==> config.mk <==
export PLATFORM = sky130hd
export DESIGN_NAME = alu_result_writeback
export DESIGN_NICKNAME = d
export VERILOG_FILES = /design/src/rtl/alu_result_writeback.sv
export SDC_FILE = /design/constraint.sdc
export NUM_CORES = 1
export LEC_CHECK = 0
export ABC_AREA = 0
export CAP_MARGIN = 40
export CORE_AREA = 2 2 144 146
export DETAILED_ROUTE_END_ITERATION = 8
export DIE_AREA = 0 0 146 148
export GPL_TIMING_DRIVEN = 0
export PLACE_DENSITY = 0.66
export SLEW_MARGIN = 10
export SYNTH_ARGS = -nofsm -noshare
export SYNTH_HDL_FRONTEND = slang
export SYNTH_SLANG_ARGS = --single-unit
==> constraint.sdc <==
create_clock -name clk -period 5.1 [get_ports clk]
set_input_delay 1.02 -clock clk [delete_from_list [all_inputs] [get_ports clk]]
set_output_delay 1.02 -clock clk [all_outputs]
set_load 0.01 [all_outputs]
==> src/rtl/alu_result_writeback.sv <==
// rtl/alu_result_writeback.sv - ALUOut register plus two-entry write-back queue with forwarding
//
// Purpose:
//   Registers the ALU result every cycle (ALUOut) and returns completed results
//   to the register file write port. It selects the write-back source (ALU result
//   or memory data) for each request. Up to two pending writes are held while the
//   register file port stalls. Pending entries are also exposed to the operand
//   path as forwarding hits.
//
// Ports:
//   clk, reset            clock; synchronous active-high reset
//   alu_result, alu_out   combinational ALU output in; registered ALUOut out
//   mem_data              memory data register value
//   in_valid / in_ready   write-back request handshake
//   in_mem_to_reg         1 = write mem_data, 0 = write alu_result
//   in_reg_write, in_dest request writes a register / destination index
//   rf_we / rf_ready      head-entry write request / register file accepts
//   rf_waddr, rf_wdata    head-entry index and data
//   fwd_addr_a/b          operand source indices to look up
//   fwd_hit_a/b           a pending entry targets that index
//   fwd_data_a/b          youngest matching entry data (0 when no hit)

module alu_result_writeback #(
    parameter int DATA_W = 32,
    parameter int ADDR_W = 5
) (
    input  logic              clk,
    input  logic              reset,
    input  logic [DATA_W-1:0] alu_result,
    output logic [DATA_W-1:0] alu_out,
    input  logic [DATA_W-1:0] mem_data,
    input  logic              in_valid,
    output logic              in_ready,
    input  logic              in_mem_to_reg,
    input  logic              in_reg_write,
    input  logic [ADDR_W-1:0] in_dest,
    output logic              rf_we,
    input  logic              rf_ready,
    output logic [ADDR_W-1:0] rf_waddr,
    output logic [DATA_W-1:0] rf_wdata,
    input  logic [ADDR_W-1:0] fwd_addr_a,
    input  logic [ADDR_W-1:0] fwd_addr_b,
    output logic              fwd_hit_a,
    output logic [DATA_W-1:0] fwd_data_a,
    output logic              fwd_hit_b,
    output logic [DATA_W-1:0] fwd_data_b
);

    typedef enum logic [1:0] {
        S_EMPTY = 2'd0,
        S_ONE   = 2'd1,
        S_FULL  = 2'd2
    } state_t;

    state_t            state;
    state_t            state_next;

    logic [ADDR_W-1:0] entry_addr [2];
    logic [DATA_W-1:0] entry_data [2];
    logic              head;
    logic              tail;
    logic              young;

    logic              accept;
    logic              enq;
    logic              retire;
    logic [DATA_W-1:0] enq_data;

    // Handshake and drain request are decoded from the state register only,
    // so there is no combinational path from rf_ready to in_ready.
    assign in_ready = (state != S_FULL);
    assign rf_we    = (state != S_EMPTY);

    assign accept   = in_valid & in_ready;
    // Requests that do not write, or that target register 0, are consumed
    // without occupying a slot.
    assign enq      = accept & in_reg_write & (in_dest != '0);
    assign retire   = rf_we & rf_ready;
    assign enq_data = in_mem_to_reg ? mem_data : alu_result;

    // Pointers are one bit wide, so the youngest entry (tail-1) is ~tail.
    assign young    = ~tail;

    assign rf_waddr = rf_we ? entry_addr[head] : '0;
    assign rf_wdata = rf_we ? entry_data[head] : '0;

    always_comb begin
        state_next = state;
        case (state)
            S_EMPTY: begin
                if (enq) begin
                    state_next = S_ONE;
                end
            end
            S_ONE: begin
                if (enq && !retire) begin
                    state_next = S_FULL;
                end else if (!enq && retire) begin
                    state_next = S_EMPTY;
                end
            end
            S_FULL: begin
                if (retire) begin
                    state_next = S_ONE;
                end
            end
            default: begin
                state_next = S_EMPTY;
            end
        endcase
    end

    always_ff @(posedge clk) begin
        if (reset) begin
            state   <= S_EMPTY;
            alu_out <= '0;
            head    <= 1'b0;
            tail    <= 1'b0;
            for (int i = 0; i < 2; i++) begin
                entry_addr[i] <= '0;
                entry_data[i] <= '0;
            end
        end else begin
            state   <= state_next;
            alu_out <= alu_result;
            if (enq) begin
                entry_addr[tail] <= in_dest;
                entry_data[tail] <= enq_data;
                tail             <= ~tail;
            end
            if (retire) begin
                head <= ~head;
            end
        end
    end

    // Forwarding looks at stored entries only. The older entry is checked
    // first, so a match on the youngest entry overrides it. The head entry
    // still counts as a hit on the cycle it retires.
    always_comb begin
        fwd_hit_a  = 1'b0;
        fwd_data_a = '0;
        if (fwd_addr_a != '0) begin
            if ((state == S_FULL) && (entry_addr[head] == fwd_addr_a)) begin
                fwd_hit_a  = 1'b1;
                fwd_data_a = entry_data[head];
            end
            if ((state != S_EMPTY) && (entry_addr[young] == fwd_addr_a)) begin
                fwd_hit_a  = 1'b1;
                fwd_data_a = entry_data[young];
            end
        end
    end

    always_comb begin
        fwd_hit_b  = 1'b0;
        fwd_data_b = '0;
        if (fwd_addr_b != '0) begin
            if ((state == S_FULL) && (entry_addr[head] == fwd_addr_b)) begin
                fwd_hit_b  = 1'b1;
                fwd_data_b = entry_data[head];
            end
            if ((state != S_EMPTY) && (entry_addr[young] == fwd_addr_b)) begin
                fwd_hit_b  = 1'b1;
                fwd_data_b = entry_data[young];
            end
        end
    end

endmodule

======== Yosys cells after proc, flatten, opt, wreduce, memory -nomap -nowiden ========
Memory sizes are Yosys's and may differ from the RTL's. A register that Yosys moved wholly into a read port is not among the register bits.
Index checks and enable logic that the tools add are counted.
word-level totals
  memories kept ........................... 2
  register bits ........................... 36
  word-level logic and storage cells ...... 73
  bits in read-only memories .............. 0
  input bits .............................. 85
  latch bits .............................. 0
  memory bits (writable) .................. 74
operators by class
  $mul .................................... 0
  $lt $le $gt $ge ......................... 0
  bitwise gates (word level) .............. 6
  divide/modulo/power cells ............... 0
  equal/unequal tests ..................... 10
  add/sub/neg operators ................... 0
  reductions and logical operators ........ 16
  multiplexer cells ....................... 35
  shift-type cells ........................ 0
memories
  memory      depth  width  rd ports  clocked after Yosys merged registers in  wr ports  RTL line  text
  entry_data  2      32     2         1                                        2         59        logic [DATA_W-1:0] entry_data [2];
  entry_addr  2      5      2         1                                        2         58        logic [ADDR_W-1:0] entry_addr [2];
operators with widths
  kind                                            number
  two-way mux 32 bit                              9
  OR reduction 32 bit                             1
  == test 5 bit                                   4
  two-way mux 1 bit                               19
  nonzero test 5 bit                              3
  two-way mux 5 bit                               2
  two-way mux 2 bit                               4
  logical AND 1 bit                               6
  inequality test 2 bit (second input constant)   3
  case mux 2 bit (3 select lines)                 1
  OR reduction 5 bit                              1
  AND 1 bit                                       4
  inequality test 3 bit (second input constant)   1
  AND reduction 3 bit                             1
  == test 2 x 1 -> 1 bit (second input constant)  1
  == test 2 bit (second input constant)           1
  zero test 1 bit                                 2
  zero test 2 bit                                 1
  NOT 1 bit                                       2
  nonzero test 2 bit                              1

======== Logic depth before layout (Yosys ltp) ========
  depth after elaboration ................. 9
  gate-level depth with buffers ........... 8

======== Worst setup path after synthesis ========
Ideal clock, no wire load.
  path kind ............................... input to register
  start ................................... input port in_dest[3]
  end ..................................... memory entry_addr[0][0] (enable)
  data required time ...................... 4,661 ps
  arrival ................................. 3,130 ps
  path slack .............................. 1,531 ps
  setup time .............................. 439 ps
  cell stages on the path ................. 3
  cell sequence ........................... or4_1 -> o2111ai_1 -> o21bai_1
RTL lines
  what             RTL line  text
  start, declared  36        input logic [ADDR_W-1:0] in_dest,
  end, declared    58

======== Worst setup path in the final report ========
  start ................................... input port fwd_addr_b[4]
  end ..................................... output port fwd_data_b[30]
on the way
  cells in the longest elaborated chain, start to end .. 5
  elaborated cells on any way between the ends .. 8
  classes of those cells .................. 2 x eq/ne; 3 x mux; 3 x reduce/logical
RTL lines
  what                    RTL line  text
  start, declared         42        input logic [ADDR_W-1:0] fwd_addr_b,
  == test 5 bit           159       if ((state == S_FULL) && (entry_addr[head] == fwd_addr_b)) begin
  logical AND 1 bit       159
  two-way mux 32 bit      159
  two-way mux 32 bit      163       if ((state != S_EMPTY) && (entry_addr[young] == fwd_addr_b)) begin
  two-way mux 32 bit (*)  158       if (fwd_addr_b != '0) begin
  end, declared           46        output logic [DATA_W-1:0] fwd_data_b
Every way passes the cells marked *; elsewhere a longest branch is shown, timed or not.

==> metrics.txt <==
# TYPE chip_impl_metric gauge
chip_impl_metric{name="synth.lib_cells_used.distinct",unit=""} 35
chip_impl_info{name="worstHoldStart",value="head"} 1
chip_impl_metric{name="ant_nets",unit=""} 0
chip_impl_metric{name="rr_worst_depth",unit=""} 7
chip_impl_metric{name="cts.clk_slew.worst_paths",unit="ns"} 0.07
chip_impl_metric{name="whs_path_depth",unit=""} 2
chip_impl_metric{name="route.detailed.wl_per_inst",unit="um"} 18.4
chip_impl_metric{name="layout_min_cycle_time",unit="ns"} 4.53
chip_impl_metric{name="post_cts_buffers",unit=""} 0
chip_impl_metric{name="synthCells",unit=""} 737
chip_impl_metric{name="die-area",unit="mm2"} 0.0216
chip_impl_metric{name="grt_first_pass_wirelength",unit="um"} 35100
chip_impl_metric{name="finalSetupViolCount",unit=""} 0
chip_impl_metric{name="synth_warnings",unit=""} 0
chip_impl_info{name="outcome",value="finished, final reports clean"} 1
chip_impl_metric{name="timing.max_cap.violations",unit=""} 0
chip_impl_metric{name="drt_first_pass_iters",unit=""} 6
chip_impl_metric{name="insertion_delay_of_the_later_clocked_pin_in_the_worst_skew_pair",unit="ns"} 0.36
chip_impl_metric{name="gpl.final_weighted_congestion",unit=""} 0.815
chip_impl_metric{name="powerDensity",unit="mW/mm2"} 221
chip_impl_metric{name="report.final.slew_viol_count",unit=""} 0
chip_impl_metric{name="postSynthNetCount",unit=""} 823
chip_impl_info{name="crit_type",value="in -> out"} 1
chip_impl_metric{name="detailroute.via_count",unit=""} 6137
chip_impl_metric{name="final_nets",unit=""} 1059
chip_impl_metric{name="final_cells",unit=""} 1248
chip_impl_info{name="critical_path.endpoint_type",value="primary output"} 1
chip_impl_metric{name="vdd_drop_max",unit="uV"} 154
chip_impl_metric{name="tightestPinTransition",unit="ns"} 0.731
chip_impl_info{name="r2r-end",value="entry_data[1][18]"} 1
chip_impl_info{name="most_used_flip_flop_cell_after_synthesis",value="edfxtp_1"} 1
chip_impl_metric{name="route.detailed.vias_per_inst",unit=""} 4.92
chip_impl_metric{name="cts.sink_count",unit=""} 111
chip_impl_metric{name="finish.utilization",unit="%"} 49.1
chip_impl_metric{name="grt_overflow_total",unit=""} 0
chip_impl_metric{name="n_antenna_cell",unit=""} 0
chip_impl_metric{name="top_level_ports",unit=""} 222
chip_impl_metric{name="numPortBuffers",unit=""} 220
chip_impl_metric{name="place_inst",unit=""} 1232
chip_impl_metric{name="dpl.hpwl",unit="um"} 16900
chip_impl_metric{name="placeableCoreArea",unit="mm2"} 0.0200
chip_impl_metric{name="starting_utilization_of_the_core_area",unit="%"} 34.6
chip_impl_info{name="synth.top_cells.by_area",value="edfxtp_1 32%, dfxtp_1 11%, nor2b_1 8.7%, a21oi_2 7.3%, o21ai_0 7.2%"} 1
chip_impl_metric{name="pin_count_of_the_biggest_net_entering_global_routing",unit=""} 27
chip_impl_info{name="hold_path_class",value="reg -> reg"} 1
chip_impl_metric{name="period_share",unit="%"} 88.8
chip_impl_metric{name="layout_overhead_on_the_synthesized_area",unit="%"} 42.0
chip_impl_metric{name="reg2reg_setup_slack",unit="ns"} 2.49
chip_impl_metric{name="required_worst_endpoint",unit="ns"} 4.08
chip_impl_metric{name="number_of_clock_buffers_inserted_by_tritoncts",unit=""} 9
chip_impl_metric{name="finalClockSkew",unit="ns"} 0.00639
chip_impl_metric{name="layout.filler_cells",unit=""} 1993
chip_impl_metric{name="first_iter_violations",unit=""} 286
chip_impl_metric{name="routed_wirelength",unit="um"} 22900
chip_impl_metric{name="critical_path_arrival",unit="ns"} 3.51
chip_impl_metric{name="avgSynthCellArea",unit="um2"} 9.40
chip_impl_metric{name="grt_pass1_vias",unit=""} 6172
chip_impl_metric{name="async_reset_ff_share",unit="%"} 0
chip_impl_metric{name="synth_edf_count",unit=""} 74
chip_impl_info{name="critical_path.startpoint_type",value="input port"} 1
chip_impl_metric{name="synth_seq_cells",unit=""} 111
chip_impl_info{name="mostFrequentLayoutCell",value="clkdlybuf4s50_1"} 1
chip_impl_metric{name="final_layout_size_suffix_gt1_share",unit="%"} 11.8
chip_impl_metric{name="clock_path_buffers",unit=""} 2
chip_impl_info{name="setup_repair_after_global_routing_missed_its_margin",value="no"} 1
chip_impl_metric{name="maxSlewHeadroom",unit="%"} 51.2
chip_impl_metric{name="netlist.area_leader.share",unit="%"} 32.1
chip_impl_info{name="synth_top_area_cell",value="edfxtp_1"} 1
chip_impl_metric{name="ctsHtreeMaxLevel",unit=""} 3
chip_impl_info{name="critical_path.reg2reg.startpoint",value="state[0]"} 1
chip_impl_metric{name="die_h",unit="um"} 148
chip_impl_metric{name="cts_hold_repair.buffers",unit=""} 0
chip_impl_metric{name="sequential_to_total_area_share_from_yosys_stat",unit="%"} 42.8
chip_impl_info{name="tritoncts",value="yes"} 1
chip_impl_metric{name="grt.total_usage",unit="%"} 21.3
chip_impl_metric{name="synth_area",unit="mm2"} 0.00693
chip_impl_metric{name="grt_antenna_before_repair",unit=""} 0
chip_impl_metric{name="remaining_drc_errors",unit=""} 0
chip_impl_metric{name="die_x",unit="um"} 146
chip_impl_metric{name="p_leak",unit="uW"} 0.00342
chip_impl_info{name="layout.cells.most_common_list",value="220 x clkdlybuf4s50_1, 100 x o21ai_0, 96 x nor2b_1"} 1
chip_impl_metric{name="timing.fmax",unit="GHz"} 0.221
chip_impl_metric{name="core.rowCount",unit=""} 52
chip_impl_info{name="cts_root_buf",value="clkbuf_16"} 1
chip_impl_metric{name="hold_viol",unit=""} 0
chip_impl_metric{name="cts_resized",unit=""} 0
chip_impl_metric{name="critical_path_peak_fanout",unit=""} 10
how the worst max path moves through the flow:
| stage | startpoint | endpoint | slack, ns | depth (start not counted) |
|---|---|---|---|---|
| after global placement | in_dest[3] | entry_data[0][13] | -0.40 | 4 |
| after global routing | fwd_addr_b[1] | fwd_data_b[21] | 0.42 | 8 |
| after detailed placement | fwd_addr_b[4] | fwd_data_b[15] | 0.54 | 8 |
| after floorplan | in_dest[3] | entry_addr[0][0] | 1.53 | 3 |
| after CTS | fwd_addr_b[4] | fwd_data_b[15] | 0.54 | 8 |
| final | fwd_addr_b[4] | fwd_data_b[30] | 0.57 | 8 |
sequential cells by signal, summed over array words and instances (netlist names), named ones only:
register,count
alu_out,32
entry_addr,10
entry_data,64
head,1
state,2
tail,1
synthesized netlist by cell type (12+ instances only):
master and instances:
o21ai_0 100, edfxtp_1 74, nor2_1 88, mux2i_1 35, o21a_1 32, a21oi_2 58, dfxtp_1 37, nor2b_1 96
and2_1 64, o21ai_1 28, xnor2_1 12, clkbuf_1 31
cells by family after synthesis:
group | Yosys count | share of synthesized area, %
fa+ha+maj | 1 | 0.181
mux | 42 | 6.45
simple gates | 267 | 21.5
buf+inv | 63 | 4.86
compound gates | 231 | 21.5
flops | 111 | 42.8
xor+xnor | 22 | 2.78
metal layers:
metal | GRT usage (%) | routed length (um) | up-vias
met5 | 0 | 0 | -
li1 | - | - | 3032
met3 | 4.10 | 1420 | 22
met1 | 26.6 | 10000 | 2883
met4 | 7.14 | 407 | 0
met2 | 37.0 | 11100 | 200
report_power, final:
group / leakage [uW] / internal (uW) / switching [uW]
clock network: 0.000134 / 360 / 336
logic: 0.00220 / 210 / 236
registers: 0.00108 / 1010 / 18.2
through the flow:
stage               setup TNS (ns)  total power, uW  hold slack [ns]  setup WS (ns)  cell area (um2)
global route                     0             2270            0.606          0.423             9840
detailed placement               0             1500            0.493          0.544             9560
global placement            -14.61             1490            0.486         -0.398             9470
floorplan                        0             1290            0.472           1.53             6930
CTS                              0             2190            0.553          0.541             9840
finish                           0             2170            0.560          0.570             9840
cell type report:
type | instances | area (um2) | area share (%)
Inverter | 10 | 37.5 | 0.382
Clock buffer | 15 | 268 | 2.72
Multi-Input combinational cell | 563 | 3640 | 37.0
Buffer | 53 | 299 | 3.04
Clock inverter | 1 | 5.00 | 0.0509
Tap cell | 270 | 338 | 3.43
Sequential cell | 111 | 2960 | 30.1
Timing Repair Buffer | 225 | 2280 | 23.2
worst max-delay path: stages:
cell	delay, ns
clkdlybuf4s50_1	0.47
xnor2_1	0.29
nor4_4	0.10
nand2_2	0.16
clkbuf_1	0.46
o21ai_0	0.22
a21oi_2	0.19
clkdlybuf4s50_1	0.59
No activity file was read; power rests on OpenSTA's default activity.
